===== config.mk =====
export PLATFORM = sky130hd
export DESIGN_NAME = booth_seqdiv
export DESIGN_NICKNAME = d
export VERILOG_FILES = /design/src/rtl/booth_seqdiv.sv
export SDC_FILE = /design/constraint.sdc
export NUM_CORES = 1
export LEC_CHECK = 0
export CAP_MARGIN = 10
export CORE_MARGIN = 1
export CORE_UTILIZATION = 60
export DETAILED_ROUTE_END_ITERATION = 6
export PLACE_DENSITY_LB_ADDON = 0.1
export SYNTH_ARGS = -nofsm -noshare
export SYNTH_HDL_FRONTEND = slang
export SYNTH_SLANG_ARGS = --single-unit

===== constraint.sdc =====
create_clock -name clk -period 3.6 [get_ports clk]
set_input_delay 0.72 -clock clk [delete_from_list [all_inputs] [get_ports clk]]
set_output_delay 0.72 -clock clk [all_outputs]
set_load 0.02 [all_outputs]

===== src/rtl/booth_seqdiv.sv =====
// Multi-cycle signed divider: restoring radix-2 division on operand magnitudes,
// signs applied at the end. Optional divide-by-zero shortcut: BOOTH_SEQDIV_DBZ_EN.
module booth_seqdiv #(
    parameter int WIDTH = 16
) (
    input  logic             clk,
    input  logic             rst,
    input  logic             start,
    input  logic [WIDTH-1:0] X,
    input  logic [WIDTH-1:0] Y,
    output logic             busy,
    output logic             done,
    output logic [WIDTH-1:0] Q,
    output logic [WIDTH-1:0] R,
    output logic             dbz,
    output logic [1:0]       dbg_state
);

    localparam int CW = $clog2(WIDTH + 1);

    typedef enum logic [1:0] {
        S_IDLE = 2'd0,
        S_CALC = 2'd1,
        S_FIX  = 2'd2
    } state_t;

    state_t           state;
    logic [WIDTH-1:0] quo;
    logic [WIDTH-1:0] ymag;
    logic [WIDTH:0]   rem;
    logic [CW-1:0]    cnt;
    logic             sq;
    logic             sr;

    logic [WIDTH-1:0] xmag_in;
    logic [WIDTH-1:0] ymag_in;
    logic [WIDTH:0]   shifted;
    logic [WIDTH+1:0] trial;
    logic             unused_rem_msb;

    // Negating the most negative value yields 2^(WIDTH-1), exact as unsigned.
    assign xmag_in = X[WIDTH-1] ? (~X + 1'b1) : X;
    assign ymag_in = Y[WIDTH-1] ? (~Y + 1'b1) : Y;

    // The running remainder always stays below |Y|, so its top bit never feeds the shift.
    assign shifted        = {rem[WIDTH-1:0], quo[WIDTH-1]};
    assign trial          = {1'b0, shifted} - {2'b00, ymag};
    assign unused_rem_msb = rem[WIDTH];
    assign dbg_state      = state;

`ifdef BOOTH_SEQDIV_DBZ_EN
    logic dbz_q;
    logic dbz_pend;
    assign dbz = dbz_q;
`else
    assign dbz = 1'b0;
`endif

    always_ff @(posedge clk) begin
        if (rst) begin
            state <= S_IDLE;
            busy  <= 1'b0;
            done  <= 1'b0;
            Q     <= '0;
            R     <= '0;
            quo   <= '0;
            ymag  <= '0;
            rem   <= '0;
            cnt   <= '0;
            sq    <= 1'b0;
            sr    <= 1'b0;
`ifdef BOOTH_SEQDIV_DBZ_EN
            dbz_q    <= 1'b0;
            dbz_pend <= 1'b0;
`endif
        end else begin
            done <= 1'b0;
            case (state)
                S_IDLE: begin
                    if (start) begin
                        quo   <= xmag_in;
                        ymag  <= ymag_in;
                        rem   <= '0;
                        cnt   <= CW'(WIDTH);
                        sq    <= X[WIDTH-1] ^ Y[WIDTH-1];
                        sr    <= X[WIDTH-1];
                        busy  <= 1'b1;
                        state <= S_CALC;
`ifdef BOOTH_SEQDIV_DBZ_EN
                        dbz_q    <= 1'b0;
                        dbz_pend <= (Y == '0);
                        // A zero divisor spends one idle CALC cycle, leaving quo = |X|.
                        if (Y == '0) cnt <= CW'(1);
`endif
                    end
                end
                S_CALC: begin
`ifdef BOOTH_SEQDIV_DBZ_EN
                    if (!dbz_pend) begin
`else
                    begin
`endif
                        if (!trial[WIDTH+1]) begin
                            rem <= trial[WIDTH:0];
                            quo <= {quo[WIDTH-2:0], 1'b1};
                        end else begin
                            rem <= shifted;
                            quo <= {quo[WIDTH-2:0], 1'b0};
                        end
                    end
                    cnt <= cnt - 1'b1;
                    if (cnt == CW'(1)) state <= S_FIX;
                end
                S_FIX: begin
`ifdef BOOTH_SEQDIV_DBZ_EN
                    if (dbz_pend) begin
                        Q     <= '1;
                        R     <= sr ? (~quo + 1'b1) : quo;
                        dbz_q <= 1'b1;
                    end else begin
`else
                    begin
`endif
                        Q <= sq ? (~quo + 1'b1) : quo;
                        R <= sr ? (~rem[WIDTH-1:0] + 1'b1) : rem[WIDTH-1:0];
                    end
                    done  <= 1'b1;
                    busy  <= 1'b0;
                    state <= S_IDLE;
                end
                default: state <= S_IDLE;
            endcase
        end
    end

endmodule


After elaboration in Yosys (flattened, before gate mapping)

Cells that the tools add are included.

Register bits: 91
Input port bits: 35
Output and inout bits: 37
Logic and storage cells: 52

$add $sub $neg: 6
Equal/unequal tests: 5
Mux-type cells: 18
Bitwise operators: 5
Reduce and logical (&&, ||, !) cells: 7

Operator list:

| cell                                                | number |
|---|---|
| two-way mux 16 bit                                  | 7 |
| adder 16 x 1 -> 16 bit, second input constant       | 4 |
| NOT 16 bit                                          | 4 |
| case mux 16 bit (2 select lines)                    | 2 |
| subtractor 17 x 16 -> 18 bit                        | 1 |
| case mux 5 bit (2 select lines)                     | 1 |
| AND reduction 2 bit                                 | 4 |
| equality test 5 x 1 -> 1 bit, second input constant | 1 |
| two-way mux 5 bit                                   | 1 |
| subtractor 5 x 1 -> 5 bit, second input constant    | 1 |
| two-way mux 2 bit                                   | 2 |
| != test 2 bit, second input constant                | 2 |
| case mux 2 bit (2 select lines)                     | 1 |
| nonzero test 2 bit                                  | 2 |
| two-way mux 1 bit                                   | 3 |
| equality test 2 x 1 -> 1 bit, second input constant | 1 |
| equality test 2 bit, second input constant          | 1 |
| logical NOT 2 bit                                   | 1 |
| case mux 1 bit (2 select lines)                     | 1 |
| XOR 1 bit                                           | 1 |

Depth between registers and ports, before layout

Gate-level depths: netlist of run 1.

Depth in word-level cells: 5
Depth in mapped cells: 11
Depth with buffers taken out: 10

Least setup slack after synthesis of run 1

Ideal clock, no wire load.

Path type: input to register
Start point: input X[8]
End point: register quo[13]
Setup time: 0.070 ns
Data arrival time: 2.229 ns
Required time: 3.530 ns
Path slack: 1.301 ns
Cell stages on the path: 7
Buffers on the path: 0
Cell sequence: or4_1 or3_1 nor3_1 nand2b_1 xnor2_1 nand2_1 a21oi_1

Word-level cells in the longest chain between the ends: 5

RTL lines:

| what                             | line | text |
|---|---|---|
| from (decl)                      | 9    | `input logic [WIDTH-1:0] X,` |
| NOT 16 bit                       | 42   | `assign xmag_in = X[WIDTH-1] ? (~X + 1'b1) : X;` |
| adder 16 x 1 -> 16 bit           | 42   |  |
| two-way mux 16 bit               | 42   |  |
| two-way mux 16 bit               | 80   | `if (start) begin` |
| case mux 16 bit (2 select lines) | 78   | `case (state)` |
| to (signal assigned)             | 81   | `quo <= xmag_in;` |
| to (signal assigned)             | 105  | `quo <= {quo[WIDTH-2:0], 1'b1};` |
| to (signal assigned)             | 108  | `quo <= {quo[WIDTH-2:0], 1'b0};` |
| to (decl)                        | 28   | `logic [WIDTH-1:0] quo;` |

No other way between the ends. The select of a mux whose other input is x is not followed.
A chain may end at the register's enable or synchronous reset.

Worst setup path in the final report of run 1

Start point: register quo[15]
End point: register rem[14]

Word-level cells in the longest chain between the ends: 3

RTL lines:

| what                             | line | text |
|---|---|---|
| subtractor 17 x 16 -> 18 bit     | 47   | `assign trial = {1'b0, shifted} - {2'b00, ymag};` |
| two-way mux 16 bit               | 103  | `if (!trial[WIDTH+1]) begin` |
| case mux 16 bit (2 select lines) | 78   |  |
| to (signal assigned)             | 104  | `rem <= trial[WIDTH:0];` |
| to (signal assigned)             | 107  | `rem <= shifted;` |
| to (decl)                        | 30   | `logic [WIDTH:0] rem;` |

No other way between the ends.

==> impl_metrics.env, run 1 <==
export IMPL_outcome="finished clean"
export IMPL_multi_input_area_mm2=0.00321
export IMPL_clock_latency_ns=0.37
export IMPL_cts_hold_buf=0
export IMPL_ys_warnings_count=0
export IMPL_pwr_share_comb_pct=48.2
export IMPL_crit_buf_inv=1
export IMPL_syn_area_mm2=0.00529
export IMPL_p_sw_mw=1.61
export IMPL_powerDensity_mw_per_mm2=607
export IMPL_setup_viol_count_final=0
export IMPL_endpoint_kind="flip-flop"
export IMPL_gp_congestion=0.852
export IMPL_final_core_util_pct=74.3
export IMPL_timing_final_ws_setup_ns=0.739
export IMPL_fp_dieH_um=95.9
export IMPL_place_hpwl_um=9690
export IMPL_rsz0062_at_grt="no"
export IMPL_reg2reg_to="rem[14]$_SDFFE_PP0P_"
export IMPL_ys_flop_type="dfxtp_1"
export IMPL_synth_edf_count=0
export IMPL_cts_clk_slew_worst_paths_ns=0.09
export IMPL_cts_resized=0
export IMPL_switching_share_pct=42.4
export IMPL_seqPwrFrac_pct=33.6
export IMPL_h_tree_depth=3
export IMPL_grt_pass1_wl_um=20400
export IMPL_grt_pass1_vias=4388
export IMPL_drtPass1Iterations=4
export IMPL_num_rows=33
export IMPL_worstPathRequired_ns=3.89
export IMPL_hold_start="R[9]$_SDFFE_PP0P_"
export IMPL_syn2layout_area_growth_pct=17.7
export IMPL_min_path_type="flip-flop to flip-flop"
export IMPL_yosysTopAreaCellShare_pct=34.4
export IMPL_pre_cts_ws_ns=0.711
export IMPL_diodes=0
export IMPL_avgSynthCellArea_um2=8.01
export IMPL_syn_inst=661
export IMPL_r2r_cells=10
export IMPL_maxSlewHeadroom_pct=32.6
export IMPL_clkPwrFrac_pct=18.1
export IMPL_reg2reg_from="quo[15]$_SDFFE_PP0P_"
export IMPL_die_area_mm2=0.00920
export IMPL_antenna_found_initial=0
export IMPL_ys_ff_latch=91
export IMPL_wl_per_cell_um=15.1
export IMPL_fmaxAchievable_mhz=349
export IMPL_worstPathArrival_ns=3.15
export IMPL_cp_top_family="compound AO/OA/AOI/OAI gates"
export IMPL_ir_drop_mv=0.459
export IMPL_drive_gt1_share_pct=5.41
export IMPL_wl_um=12500
export IMPL_synth_area_top_cells="dfxtp_1, nand2_1, xor2_1, o21ai_0, ha_1"
export IMPL_io_buffers=70
export IMPL_root_buffer="clkbuf_8"
export IMPL_ant_nets=0
export IMPL_setup_tns_ns=0
export IMPL_first_iter_violations=327
export IMPL_period_minus_slack_ns=2.86
export IMPL_ctsLongestPathBuffers=2
export IMPL_finalCritPeriodShare_pct=79.5
export IMPL_synth_seq_area_share_pct=34.4
export IMPL_seqCellArea_mm2=0.00182
export IMPL_p_leak_nw=2.39
export IMPL_fin_nets=775
export IMPL_worstHoldEndpoint="R[9]$_SDFFE_PP0P_"
export IMPL_worst_slew_pin_slew_ns=1.01
export IMPL_grt_max_degree=34
export IMPL_grt_overflow=0
export IMPL_crit_top_cell="o21ai_0"
export IMPL_crit_chain="inv_1 -> ha_1 -> fa_1 -> nor2b_1 -> o31a_1 -> o22ai_1 -> o21ai_0 -> nor3b_1 -> nor3_1 -> o21ai_0"
export IMPL_slew_viol_final=0
export IMPL_route_detailed_drc=0
export IMPL_path_class="flip-flop to flip-flop"
export IMPL_cts_sinks=91
export IMPL_finalHoldViolCount=0
export IMPL_synth_cell_types=61
export IMPL_yosysTopAreaCell="dfxtp_1"
export IMPL_async_reset_ff_share_pct=0
export IMPL_critPathMaxStageDelay_ns=0.53
export IMPL_num_io_pins=72
export IMPL_cts_tree="done"
export IMPL_vias=4923
export IMPL_core_area_mm2=0.00838
export IMPL_power_mw=3.79
export IMPL_routed_via_density=5.96
export IMPL_critPathMaxFanout=4
export IMPL_skew_ns=0.0153
export IMPL_die_w_um=95.9
export IMPL_syn_nets=719
export IMPL_critPathSlowestCell="o21ai_0"
export IMPL_start_util_pct=63.2
export IMPL_post_cts_setup_buffers=0
export IMPL_hold_depth=2
export IMPL_track_usage_pct=28.7
export IMPL_cts_made_buffers=9
export IMPL_fillers=674
export IMPL_intPower_mw=2.18
export IMPL_drv_cap=0
export IMPL_r2r_slack_ns=0.74
export IMPL_cp_start_kind="flip-flop"
## metrics by stage
stage / instances / cell area, um2 / hold WS, ns
finish: 826 / 6230 / 0.456
global route: 826 / 6230 / 0.482
CTS: 826 / 6230 / 0.463
detailed placement: 811 / 6040 / 0.443
global placement: 811 / 6040 / 0.434
floorplan: 661 / 5290 / 0.432
## power groups by stage
stage	combinational [mW]	sequential, mW	clock, mW
after global routing	2.04	1.29	0.735
after global placement	1.77	1.28	0
after CTS	1.81	1.26	0.691
after floorplan	1.49	1.23	0
final	1.83	1.27	0.687
after detailed placement	1.80	1.29	0
## cell usage after synthesis (10+ instances only)
library cell  number
a21oi_1           37
clkbuf_1          26
ha_1              22
a22oi_1           13
inv_1             30
dfxtp_1           91
nor3_1            14
a211oi_1          18
o31ai_1           20
mux2i_1           10
xor2_1            38
xnor2_1           21
o21ai_0           66
nor2_1            48
nand2_1           93
## worst register-to-register path, delay by kind of cell (launching register included)
family | cells | cell delay [ns]
and+or+nand+nor | 3 | 0.57
adders and majority gates | 2 | 0.61
buffers and inverters | 1 | 0.08
DFF | 1 | 0.46
AOI/OAI and AO/OA | 4 | 1.07
## placed cells by master, fill, tap and decap left out, drive strengths merged, types with 9 or more instances in the layout
cell,Yosys,final
a211oi,18,18
ha,22,22
nor2,48,48
mux2i,10,10
nor2b,9,9
clkdlybuf4s50,0,70
xnor2,21,21
inv,30,31
or3,9,9
a21oi,37,37
xor2,38,38
nor3,14,14
nand2,93,93
dfxtp,91,91
o21ai,68,68
clkbuf,28,9
a22oi,13,13
o31ai,21,21
## area by class of cell
type,instances,area share [%]
inverters,30,1.81
multi-input cells,507,51.6
clock inverters,6,1.06
well taps,105,2.11
flip-flops and latches,91,29.2
repair buffers,78,12.2
clock buffers,9,1.99
## cells by family (layout without fill, tap and decap cells)
family,Yosys count,in the layout,synth area share [%]
compound gates,198,198,23.8
xor+xnor,59,59,9.76
fa+ha+maj,23,23,5.58
buf+inv,63,123,4.99
flops,91,91,34.4
mux,11,11,2.10
other cells,1,1,0.0708
simple gates,215,215,19.2
## flip-flops by register name (all words and copies together), names as in the netlist
register and count:
sq 1, Q 16, quo 16, R 16
cnt 5, sr 1, dbg_state 2, ymag 16
done 1, busy 1, rem 16
## worst max path at each step
stage | to | start | slack [ns] | cells after the start
after global routing | rem[14]$_SDFFE_PP0P_ | quo[15]$_SDFFE_PP0P_ | 0.49 | 10
after CTS | rem[14]$_SDFFE_PP0P_ | quo[15]$_SDFFE_PP0P_ | 0.81 | 10
after detailed placement | ymag[14]$_SDFFE_PP0P_ | Y[0] | 0.71 | 9
after global placement | quo[13]$_SDFFE_PP0P_ | X[8] | 0.78 | 8
after floorplan | quo[13]$_SDFFE_PP0P_ | X[8] | 1.30 | 7
final | rem[14]$_SDFFE_PP0P_ | quo[15]$_SDFFE_PP0P_ | 0.74 | 10
## per-layer routing
layer  vias to the layer above  share of wire (%)  wire (um)  track usage [%]
met5                         -                  0          0                0
met4                         0                1.7        208             8.46
met3                        18                5.4        677             5.21
met2                       157                 44       5530             45.8
met1                      2280                 49       6070             39.5
li1                       2468                  -          -                -
Power figures use the tool's default switching activity.
==> inputs of run 2 (changes only) <==
- CORE_UTILIZATION: 60 -> 50
- clock period: 3.6 -> 2.3 ns (I/O delays scaled with it)
==> run 2 against run 1 <==
  * Power rose by 85%
  * Clock-buffer cell count is 2 higher
  * Register-to-register slack got worse by 0.66 ns
  * Sequential power is 51% higher
  * First-iteration DRC count is 5.2% higher
  * Fmax grew 29%
  * Sequential cell count did not move
  * Critical path depth rose by 1
  * Highest routed layer unchanged
==> impl_metrics.env, run 2 (synthesis gave the netlist of run 1 again) <==
export IMPL_cts_clk_slew_worst_paths_ns=0.09
export IMPL_drv_cap=0
export IMPL_worstPathRequired_ns=2.55
export IMPL_path_class="flip-flop to flip-flop"
export IMPL_slew_viol_final=0
export IMPL_core_area_mm2=0.0103
export IMPL_vias=5185
export IMPL_period_minus_slack_ns=2.22
export IMPL_num_io_pins=72
export IMPL_cp_endpoint="rem[12]$_SDFFE_PP0P_"
export IMPL_cts_tree="done"
export IMPL_syn2layout_area_growth_pct=34.1
export IMPL_route_detailed_drc=0
export IMPL_critPathMaxFanout=4
export IMPL_whs_ns=0.451
export IMPL_reg2reg_from="quo[15]$_SDFFE_PP0P_"
export IMPL_post_route_cell_area_mm2=0.00710
export IMPL_critical_path_cell_count=11
export IMPL_ant_nets=0
export IMPL_outcome="finished clean"
export IMPL_worstPathArrival_ns=2.48
export IMPL_cts_hold_buf=0
export IMPL_track_usage_pct=25.5
export IMPL_wl_um=13600
export IMPL_cp_top_family="compound AO/OA/AOI/OAI gates"
export IMPL_ctsLongestPathBuffers=2
export IMPL_use_met1_pct=37.6
export IMPL_final_common_cell="nand2_1"
export IMPL_routed_via_density=5.53
export IMPL_clock_latency_ns=0.37
export IMPL_powerDensity_mw_per_mm2=987
export IMPL_crit_start="quo[15]$_SDFFE_PP0P_"
export IMPL_drive_gt1_share_pct=17.8
export IMPL_r2r_slack_ns=0.08
export IMPL_die_w_um=105
export IMPL_grt_pass1_wl_um=22700
export IMPL_first_iter_violations=344
export IMPL_drtPass1Iterations=5
export IMPL_fmaxAchievable_mhz=450
export IMPL_antenna_found_initial=0
export IMPL_grt_overflow=0
export IMPL_setup_viol_count_final=0
export IMPL_instances_no_fill=938
export IMPL_endpoint_kind="flip-flop"
export IMPL_top_usage_layer="met2"
export IMPL_die_area_mm2=0.0110
export IMPL_root_buffer="clkbuf_8"
export IMPL_worst_slew_pin_slew_ns=0.948
export IMPL_fillers=863
export IMPL_crit_buf_inv=2
export IMPL_grt_max_degree=46
export IMPL_r2r_cells=11
export IMPL_final_core_util_pct=69.1
export IMPL_min_path_type="flip-flop to flip-flop"
export IMPL_start_util_pct=51.5
export IMPL_cts_made_buffers=9
export IMPL_diodes=0
export IMPL_wl_per_cell_um=14.5
export IMPL_fin_nets=855
export IMPL_crit_chain="inv_2 -> ha_2 -> fa_2 -> nor2b_2 -> o31a_1 -> o22ai_2 -> o21ai_1 -> buf_4 -> a31oi_2 -> mux2i_1 -> nand2_1"
export IMPL_use_met3_pct=2.74
export IMPL_final_cell_mix="nand2_1, dfxtp_1, buf_4, clkdlybuf4s50_1, o21ai_0"
export IMPL_grt_pass1_vias=4740
export IMPL_ir_drop_mv=0.564
export IMPL_dpl_cell_area_mm2=0.00668
export IMPL_gr_usage_met2_pct=38.4
export IMPL_reg2reg_to="rem[12]$_SDFFE_PP0P_"
export IMPL_finalHoldViolCount=0
export IMPL_fp_dieH_um=105
export IMPL_finalCritPeriodShare_pct=96.7
export IMPL_num_rows=37
export IMPL_maxSlewHeadroom_pct=36.3
export IMPL_skew_ns=0.0106
export IMPL_p_leak_nw=2.83
export IMPL_critPathSlowestCell="dfxtp_1"
export IMPL_h_tree_depth=3
export IMPL_cts_sinks=91
export IMPL_dp_cells=920
export IMPL_setup_tns_ns=0
export IMPL_gp_congestion=0.914
export IMPL_io_buffers=70
export IMPL_place_hpwl_um=10500
export IMPL_cp_start_kind="flip-flop"
export IMPL_critPathMaxStageDelay_ns=0.33
## run 2: power breakdown
group | internal (mW) | total (mW) | switching [mW] | leakage [nW]
Combinational | 1.96 | 3.99 | 2.04 | 1.99
Clock | 0.512 | 1.09 | 0.583 | 0.0983
Sequential | 1.73 | 1.92 | 0.190 | 0.741
## run 2: worst min-delay path by stage
stage / start / end / slack (ns) / cells after the start
after floorplan: ymag[10]$_SDFFE_PP0P_ / ymag[10]$_SDFFE_PP0P_ / 0.43 / 2
after global placement: R[2]$_SDFFE_PP0P_ / R[2]$_SDFFE_PP0P_ / 0.44 / 2
after detailed placement: R[11]$_SDFFE_PP0P_ / R[11]$_SDFFE_PP0P_ / 0.44 / 2
after CTS: R[15]$_SDFFE_PP0P_ / R[15]$_SDFFE_PP0P_ / 0.46 / 2
after global routing: R[12]$_SDFFE_PP0P_ / R[12]$_SDFFE_PP0P_ / 0.48 / 2
final: R[15]$_SDFFE_PP0P_ / R[15]$_SDFFE_PP0P_ / 0.45 / 2
## run 2: cell type report
cell class                 count  area, um2  area share [%]
clock inverter                 5       61.3           0.864
timing repair buffer         158       1380            19.4
clock buffer                  11        131            1.85
sequential                    91       1820            25.7
tap                          136        170            2.40
inverter                      30        113            1.59
multi-input combinational    507       3420            48.2
## run 2: repair_timing
action                                  CTS  global route
resized for setup                         2            32
endpoints found under the setup margin    5            20
setup buffers                             1             1
pin swaps                                 0            13
## run 2: worst min-delay path, stage by stage, from the launching register on
cell,delay [ns]
dfxtp_1,0.32
nand2_1,0.05
o21ai_1,0.05
## run 2: per-layer routing
layer / wire (um) / vias to the layer above
met1: 6890 / 2379
met3: 592 / 15
met2: 5940 / 165
met4: 186 / 0
met5: 0 / -
li1: - / 2626
## run 2: metrics by stage
| stage | power [mW] | setup slack [ns] |
|---|---|---|
| after global placement | 5.40 | -0.209 |
| after CTS | 6.59 | -0.0142 |
| final | 7.01 | 0.0762 |
| after floorplan | 4.26 | 0.0747 |
| after detailed placement | 5.46 | -0.290 |
| after global routing | 7.48 | -0.0110 |
